$ cat src/rtl/multibyte_add_seq.sv
// Wide adder built from one shared 8-bit ripple-carry adder, one byte per cycle.
// Optional subtract mode is enabled by defining MULTIBYTE_ADD_SUB_EN (adds port op).

module adder (
    input  logic [7:0] a,
    input  logic [7:0] b,
    input  logic       cin,
    output logic [7:0] s,
    output logic       cout
);
    logic [8:0] c;

    always_comb begin
        c[0] = cin;
        for (int i = 0; i < 8; i++) begin
            s[i]   = a[i] ^ b[i] ^ c[i];
            c[i+1] = (a[i] & b[i]) | (c[i] & (a[i] ^ b[i]));
        end
        cout = c[8];
    end
endmodule

module multibyte_add_seq #(
    parameter int NBYTES = 4
) (
    input  logic                clk,
    input  logic                rst,
    input  logic                start,
    input  logic [8*NBYTES-1:0] a,
    input  logic [8*NBYTES-1:0] b,
    input  logic                cin,
`ifdef MULTIBYTE_ADD_SUB_EN
    input  logic                op,
`endif
    output logic [8*NBYTES-1:0] sum,
    output logic                cout,
    output logic                busy,
    output logic                done
);
    localparam int W  = 8 * NBYTES;
    localparam int IW = $clog2(NBYTES);

    typedef enum logic [1:0] {
        IDLE = 2'd0,
        RUN  = 2'd1,
        DONE = 2'd2
    } state_t;

    state_t        state, state_next;
    logic [W-1:0]  a_lat, b_lat, acc, merged;
    logic [IW-1:0] idx;
    logic          carry;
    logic [7:0]    a_slice, b_slice, add_s;
    logic          add_cout;
    logic          last;
`ifdef MULTIBYTE_ADD_SUB_EN
    logic          op_lat;
`endif

    assign last = (idx == IW'(NBYTES - 1));
    assign busy = (state == RUN);
    assign done = (state == DONE);

    always_comb begin
        a_slice = a_lat[8*idx +: 8];
        b_slice = b_lat[8*idx +: 8];
`ifdef MULTIBYTE_ADD_SUB_EN
        // Subtraction as a + ~b + 1; the +1 comes from the preset carry register.
        if (op_lat) b_slice = ~b_slice;
`endif
    end

    adder u_adder (
        .a    (a_slice),
        .b    (b_slice),
        .cin  (carry),
        .s    (add_s),
        .cout (add_cout)
    );

    // Final slice is merged here so sum can load in the same edge as the last add.
    always_comb begin
        merged = acc;
        merged[8*idx +: 8] = add_s;
    end

    always_ff @(posedge clk) begin
        if (rst) state <= IDLE;
        else     state <= state_next;
    end

    always_comb begin
        state_next = state;
        case (state)
            IDLE:    if (start) state_next = RUN;
            RUN:     if (last)  state_next = DONE;
            DONE:    state_next = IDLE;
            default: state_next = IDLE;
        endcase
    end

    always_ff @(posedge clk) begin
        if (rst) begin
            a_lat  <= '0;
            b_lat  <= '0;
            acc    <= '0;
            idx    <= '0;
            carry  <= 1'b0;
            sum    <= '0;
            cout   <= 1'b0;
`ifdef MULTIBYTE_ADD_SUB_EN
            op_lat <= 1'b0;
`endif
        end else begin
            case (state)
                IDLE: begin
                    if (start) begin
                        a_lat <= a;
                        b_lat <= b;
                        acc   <= '0;
                        idx   <= '0;
`ifdef MULTIBYTE_ADD_SUB_EN
                        op_lat <= op;
                        carry  <= op ? 1'b1 : cin;
`else
                        carry  <= cin;
`endif
                    end
                end
                RUN: begin
                    acc   <= merged;
                    carry <= add_cout;
                    if (last) begin
                        sum  <= merged;
                        cout <= add_cout;
                        idx  <= '0;
                    end else begin
                        idx  <= idx + 1'b1;
                    end
                end
                default: ;
            endcase
        end
    end
endmodule

$ cat config.mk
export PLATFORM = sky130hd
export DESIGN_NAME = multibyte_add_seq
export DESIGN_NICKNAME = d
export VERILOG_FILES = /design/src/rtl/multibyte_add_seq.sv
export SDC_FILE = /design/constraint.sdc
export NUM_CORES = 1
export LEC_CHECK = 0
export CAP_MARGIN = 15
export CORE_MARGIN = 8
export CORE_UTILIZATION = 50
export CTS_BUF_LIST = sky130_fd_sc_hd__clkbuf_16
export DETAILED_ROUTE_END_ITERATION = 12
export DONT_BUFFER_PORTS = 1
export PLACE_DENSITY_LB_ADDON = 0.08
export SKIP_CTS_REPAIR_TIMING = 1
export SYNTH_ARGS = -nofsm -noshare
export SYNTH_HDL_FRONTEND = slang
export SYNTH_SLANG_ARGS = --single-unit
$ cat constraint.sdc
create_clock -name clk -period 6.5 [get_ports clk]
set_input_delay 0.65 -clock clk [delete_from_list [all_inputs] [get_ports clk]]
set_output_delay 0.65 -clock clk [all_outputs]
set_load 0.01 [all_outputs]
==> results of run 1 <==
through the flow:
stage | hold slack (ns) | area, um^2 | std cells
2_1_floorplan | 0.433 | 5680 | 600
3_3_place_gp | 0.435 | 5630 | 703
3_5_place_dp | 0.442 | 5630 | 703
4_1_cts | 0.293 | 6290 | 734
5_1_grt | 0.292 | 6290 | 734
6_report | 0.303 | 6290 | 734
sequential cells by signal (all words and copies together) (netlist names):
| signal | count |
|---|---|
| carry | 1 |
| cout | 1 |
| sum | 32 |
| a_lat | 32 |
| acc | 32 |
| b_lat | 32 |
| state | 2 |
| idx | 2 |
power by group:
group / switching (W) / internal, W
clock: 0.000340 / 0.000746
sequential: 0.0000231 / 0.000851
combinational: 0.000102 / 0.0000531
metal layers:
metal	vias to the layer above	GRT usage, %	part of all wire [%]
li1	2046	-	-
met1	1980	22.9	42
met2	107	30.4	50
met3	16	5.70	6.1
met4	0	8.00	1.6
met5	-	0	0
synthesized netlist by cell type, types with 7 or more instances:
| master | count | area [um^2] |
|---|---|---|
| buf_2 | 16 | 80.1 |
| fa_1 | 8 | 160 |
| a21oi_1 | 66 | 330 |
| nor2_1 | 37 | 139 |
| nor3_1 | 32 | 160 |
| buf_6 | 7 | 78.8 |
| nand2_1 | 131 | 492 |
| a221oi_1 | 33 | 289 |
| a22o_1 | 32 | 280 |
| mux4_2 | 16 | 360 |
| inv_1 | 30 | 113 |
| clkbuf_1 | 7 | 26.3 |
| buf_4 | 10 | 75.1 |
| dfxtp_1 | 134 | 2680 |
cells in the final DEF, fill, tap and decap left out, types with 8 or more instances in the layout:
cell type  instances
nand2_1          131
a221oi_1          33
nor3_1            32
a21oi_1           66
nor2_1            37
mux4_2            16
inv_1             32
fa_1               8
dfxtp_1          133
a22o_1            32
clkbuf_16         17
kinds of logic after synthesis:
logic type	Yosys count	synth area share [%]
compound gates	138	16.9
fa+ha+maj	14	4.14
simple gates	217	17.2
mux	21	7.58
buf+inv	76	6.96
flops	134	47.2
worst paths after layout:
path                             endpoint  slack [ns]  cells after the start
worst max-delay path              sum[23]        1.43                     15
worst min-delay path              sum[13]        0.30                      1
worst max register to register    sum[23]        1.43                     15
worst min register to register  b_lat[15]        0.45                      2
layout make-up:
type	count	area [um^2]
Sequential cell	134	2680
Fill cell	1032	4980
Multi-Input combinational cell	390	2610
Inverter	30	113
Timing Repair Buffer	6	45.0
Tap cell	143	179
Clock inverter	14	239
Clock buffer	17	425
==> impl.org, run 1 <==
** GRT
- The initial antenna violation count is 0.
- Gr usage total :: 18.8%
- Maximum number of pins on one net before global-route repair :: between 100 and 150
- Global-route congestion overflow total :: 0
- The first global-routing pass estimated between 20 and 25 mm of wire.
- Number of global-route vias before repair :: 4108

** Setup path
- Classification of the worst setup path :: reg2reg
- In this run the critical register-to-register path is launched from idx[0].
- The slowest stage of the critical path belongs to the cell dfxtp_2.
- Tracing the worst setup path back leads to its startpoint at idx[0].
- Category of cells accounting for the largest share of critical-path delay :: adder cells
- The critical path goes through mux4_2 -> inv_1 -> fa_1 -> fa_1 -> fa_1 -> fa_1 -> fa_1 -> inv_1 -> fa_1 -> inv_1 -> fa_1 -> inv_1 -> fa_1 -> a221oi_1 -> nor3_1.
- STA puts the critical path data required time at 6.80 ns.
- Critical path's largest stage delay :: around 0.90 ns
- Arrival time worst endpoint :: 5.37 ns
- Worst-path fanout max :: 28
- STA classifies the critical path startpoint as a flip-flop.
- Buffering stage count on the worst path with inverters included :: 4
- Kind of end point of the critical path :: flip-flop
- In this design, the critical path's most frequently occurring cell is fa_1.

** Die
- Starting utilization of the core area :: between 50% and 60%
- about 100 I/O pins were placed.
- In this run the horizontal extent of the chip is 123 um.
- Chip Height :: ~120 um
- Core Box Area :: roughly 11000 um^2
- Number of rows in the core area :: 39
- Die Footprint :: around 15000 um^2

** Detailed routing
- Post-detailed-route via-to-cell ratio :: 5.65
- Wires add up to 13.5 mm.
- Iteration-0 DRC count of the detailed router :: approximately 330
- Detailed-router iteration count before antenna repair :: 5
- After detailed routing, the average wire length per cell comes to ~18 um.
- Vias post-DR :: about 4100
- Post-detailed-route count of antenna-violating nets :: 0
- Residual DRC count :: 0

** Timing
- The final-report hold violation count came to 0.
- Worst slew margin relative to its limit :: about 21%
- Setup violations remaining at the end of the flow were counted as 0.
- For the finished layout, the period the worst path requires is 5.07 ns.
- For the pin with the worst max-slew slack, the measured transition is about 1.2 ns.
- For this run, the top clock speed supported by timing is ~200 MHz.
- The total count of max-transition violations in the final report is 0.
- Setup repair after global routing left no endpoint under its margin.
- Setup total negative slack on the finished layout was measured at 0 ns.
- Clock tree skew after final layout :: 0.00743 ns
- Final clock period utilization by the worst path :: around four fifths
- Setup ws final :: between 1 and 1.5 ns

** Worst hold path
- The worst hold path belongs to the class in2reg.
- Beginning of the worst hold path :: rst

** Synthesis
- Share of flip-flops with an asynchronous set or reset after synthesis :: 0%
- The synthesized netlist contains 33 unique library cells.
- The mapped netlist covers 5680 um^2.
- A synthesized cell averages roughly 9.5 um^2.
- Gate Count Post-Synth :: 600
- Synthesis inferred between 100 and 150 register bits.
- The synthesized design contains 0 enable-type register cells.
- The Yosys step of the flow raised 0 warnings.
- Counting every net in the synthesized netlist gives around 680.
- Prevailing post-synth register cell :: dfxtp_1
- Sequential fraction of the synthesis area :: 47.2%

** Clock tree
- Buffers inserted during clock tree synthesis total 17.
- TritonCTS built the clock tree.
- After clock tree synthesis, the clock-pin slew on the worst setup and hold paths is around 0.050 ns.
- CTS saw 134 sinks.
- Maximum clock path buffer count :: 2
- Clock root buffer master :: clkbuf_16
- Clock insertion delay at the later pin of the skew report :: between 0.4 and 0.5 ns
- Max H-tree Level :: 4

** Cells and area
- For this run, the share of the core covered by cells in the final layout is between 50% and 60%.
- From synthesis to final layout, the design area changed by 10.8%.
- Net count reported at finish :: approximately 660
- Antenna Cells :: 0
- In the final layout, the share of cells above drive strength 1 is 10.7%.

** Run status
- The run finished with clean final reports.

** Placement
- Pre-CTS setup slack :: ~1.4 ns
- The congestion estimate from routability-driven global placement came to ~0.75.
- Detailed placement ended at an HPWL of 9.09 mm.
- Port bufs :: 0

** Power and ir drop
- Leakage power of the design :: 2.38 nW
- Summing internal, switching and leakage power gives 0.00211 W.
- Worst vdd rail ir drop :: ~0.21 mV
- Dividing total power by cell area gives a power density of approximately 340 nW/um^2.

** Flow run
- Max Cap Viol :: 0
(Power assumes the default switching activity.)
==> inputs of run 2 (changes only) <==
clock period = 5.1 ns   (was 6.5 ns; I/O delays follow)
==> impl.org, run 2 (same netlist as run 1, synthesis figures left out) <==
** Detailed routing
- The length of the first detailed-routing pass in iterations came to 4 (-1).
- Residual DRC count :: 0 (unchanged)
- The detailed-route via count came to 4230 (+2.0%).
- Wire length after detailed routing :: 13.7 mm (+1.4%)
- The starting DRC count in detailed routing came to 319 (-3.9%).
- The count of antenna-violating nets left after detailed routing is 0 (unchanged).
- Post-detailed-route via-to-cell ratio :: 5.75 (+1.7%)
- The average detailed-routed wire length per instance came to 18.6 um (+1.2%).

** Setup path
- Critical path launch point type :: flip-flop
- The critical path goes through mux4_2 -> inv_1 -> fa_1 -> fa_1 -> fa_1 -> fa_1 -> fa_1 -> inv_1 -> fa_1 -> inv_1 -> fa_1 -> inv_1 -> fa_1 -> a221oi_1 -> nor3_1.
- The critical path is of the reg2reg type.
- Among all stages on the critical path, the largest delay is contributed by fa_1.
- The number of cell instances on the worst register-to-register path came to 15 (unchanged).
- The register-to-register path setup slack came to 0.52 ns (-0.90 ns).
- Kind of end point of the critical path :: flip-flop
- Critical path's largest stage delay :: 0.55 ns (-0.35 ns)
- The maximum fanout encountered on the critical timing path came to 8 (-71%).
- Most frequent CP cell :: fa_1
- Data required, critical path :: 5.40 ns (-1.40 ns)
- The worst path arrival time is 4.88 ns (-0.49 ns).

** Cells and area
- Most used cells in the layout excluding fill and tap cells :: dfxtp_1 (133), nand2_1 (131), a21oi_1 (66)
- The ratio of cells with drive above 1 in the final layout was 11.1% (+0.47 points).
- Relative to the synthesized area, the layout overhead comes to 8.99%.
- The library cell used most frequently in the layout, excluding fill and tap cells, is dfxtp_1.
- Antenna Cells :: 0 (unchanged)
- Net count reported at finish :: 664 (+0.45%)
- Finished Core Util :: 54.9% (-0.90 points)
- The area occupied by multi-input gates is 2610 um^2 (unchanged).
- Area taken by flip-flops and latches :: 2680 um^2 (unchanged)
- The number of inserted filler cells in the final layout came to 1072 (+3.9%).

** Die
- The row count came to 39 (unchanged).
- Core Box Area :: 11300 um^2 (unchanged)
- The initial cell density of the core is 50.4% (unchanged).
- Chip Height :: 123 um (unchanged)
- The die area is 15000 um^2 (unchanged).
- Horizontal die dimension :: 123 um (unchanged)
- The number of primary I/O pins came to 103 (unchanged).

** Clock tree
- The total CTS buffers came to 17 (unchanged).
- Clock insertion delay at the later pin of the skew report :: 0.42 ns (about the same)
- The root buffer cell chosen for the clock tree is clkbuf_16.
- Clock-pin slew reported for the worst setup and hold paths after clock tree synthesis :: 0.06 ns (about the same)
- Number of clock sinks :: 134 (unchanged)
- Max H-tree Level :: 4 (unchanged)
- TritonCTS built the clock tree.
- The deepest clock path buffer count was 2 (unchanged).

** Power and ir drop
- The power density over the cells is 396 nW/um^2 (+18%).
- Power Total :: 0.00245 W (+16%)
- Leakage power of the design :: 2.33 nW (-2.2%)
- Worst vdd rail ir drop :: 0.245 mV (+16%)

** Timing
- Worst slew margin relative to its limit :: 56.8% (+36 points)
- Max-slew violation total from the final report :: 0 (unchanged)
- Setup repair after global routing left no endpoint under its margin.
- The final clock skew is 0.00504 ns (-0.00239 ns).
- The final count of negative-setup-slack endpoints is 0 (unchanged).
- The final sum of negative setup slack came to 0 ns (unchanged).
- Setup ws final :: 0.524 ns (-0.904 ns)
- Final clock period utilization by the worst path :: 89.7% (+12 points)
- The final-report hold violation count was 0 (unchanged).
- The top achievable clock speed is 219 MHz (+11%).
- Final critical path time including I/O delays and setup :: 4.58 ns (-0.496 ns)
- WHS :: 0.164 ns (-0.139 ns)
- The measured slew at the worst slew-check pin came to 0.648 ns (-0.525 ns).

** GRT
- The initial antenna violation count was 0 (unchanged).
- The leftover overflow at the end of global routing was 0 (unchanged).
- Gr usage total :: 18.9% (+0.063 points)
- Maximum number of pins on one net before global-route repair :: 111 (unchanged)
- The wire length of the first global-routing pass came to 21.8 mm (+0.16%).
- The via count of the first global-routing pass is 4242 (+3.3%).

** Placement
- The post-DP HPWL came to 9.29 mm (+2.2%).
- The post-placement worst setup slack is 0.509 ns (-0.916 ns).
- The number of buffers added on ports came to 0 (unchanged).
- The final estimated routing congestion in global placement came to 0.761 (+0.85%).

** Worst hold path
- The min-delay analysis places its worst path in the category in2reg.
- Cell depth of the worst min-delay path :: 1 (unchanged)

** Flow run
- Max Cap Viol :: 0 (unchanged)

** Run status
- Status :: finished clean
run 2: changes by cell type in the layout (fill, tap and decap cells not counted), sizes merged:
cell	delta
bufinv	-5
clkinvlp	+3
buf	+2
clkinv	+2
clkbuf	+1
inv	-1
run 2: metrics by stage:
stage | std cells | cell area (um^2)
after floorplan | 600 | 5680
after global placement | 705 | 5640
after detailed placement | 705 | 5640
after CTS | 735 | 6180
after global routing | 736 | 6190
final | 736 | 6190
run 2: per-layer routing:
| metal | wire length (um) | part of all wire, % | track usage (%) | vias to the layer above |
|---|---|---|---|---|
| met5 | 0 | 0 | 0 | - |
| met4 | 289 | 2.1 | 8.91 | 0 |
| met3 | 806 | 5.9 | 6.44 | 21 |
| met2 | 6810 | 50 | 30.2 | 99 |
| met1 | 5810 | 42 | 22.5 | 2046 |
| li1 | - | - | - | 2064 |
run 2: worst paths after layout:
path,startpoint,endpoint
hold reg to reg,b_lat[4],b_lat[4]
setup reg to reg,idx[1],sum[15]
hold / removal,rst,b_lat[7]
setup / recovery,idx[1],sum[15]
run 2: area by class of cell:
cell class | count | area share (%)
inverter | 30 | 1.82
sequential | 134 | 43.4
multi-input combinational | 390 | 42.1
timing repair buffer | 9 | 1.05
clock buffer | 17 | 6.87
tap | 143 | 2.89
clock inverter | 13 | 1.90
run 2: where the power goes:
part,internal (W),switching [W]
registers,0.00108,0.0000221
clock network,0.000700,0.000435
logic,0.0000710,0.000141
total,0.00186,0.000599
run 2: critical path, delay by kind of cell (launching register included):
family,cells,cell delay (ns)
and+or+nand+nor,1,0.08
DFF,1,0.49
muxes,1,0.24
adders and majority gates,8,3.03
AOI/OAI and AO/OA,1,0.36
buffers and inverters,4,0.26
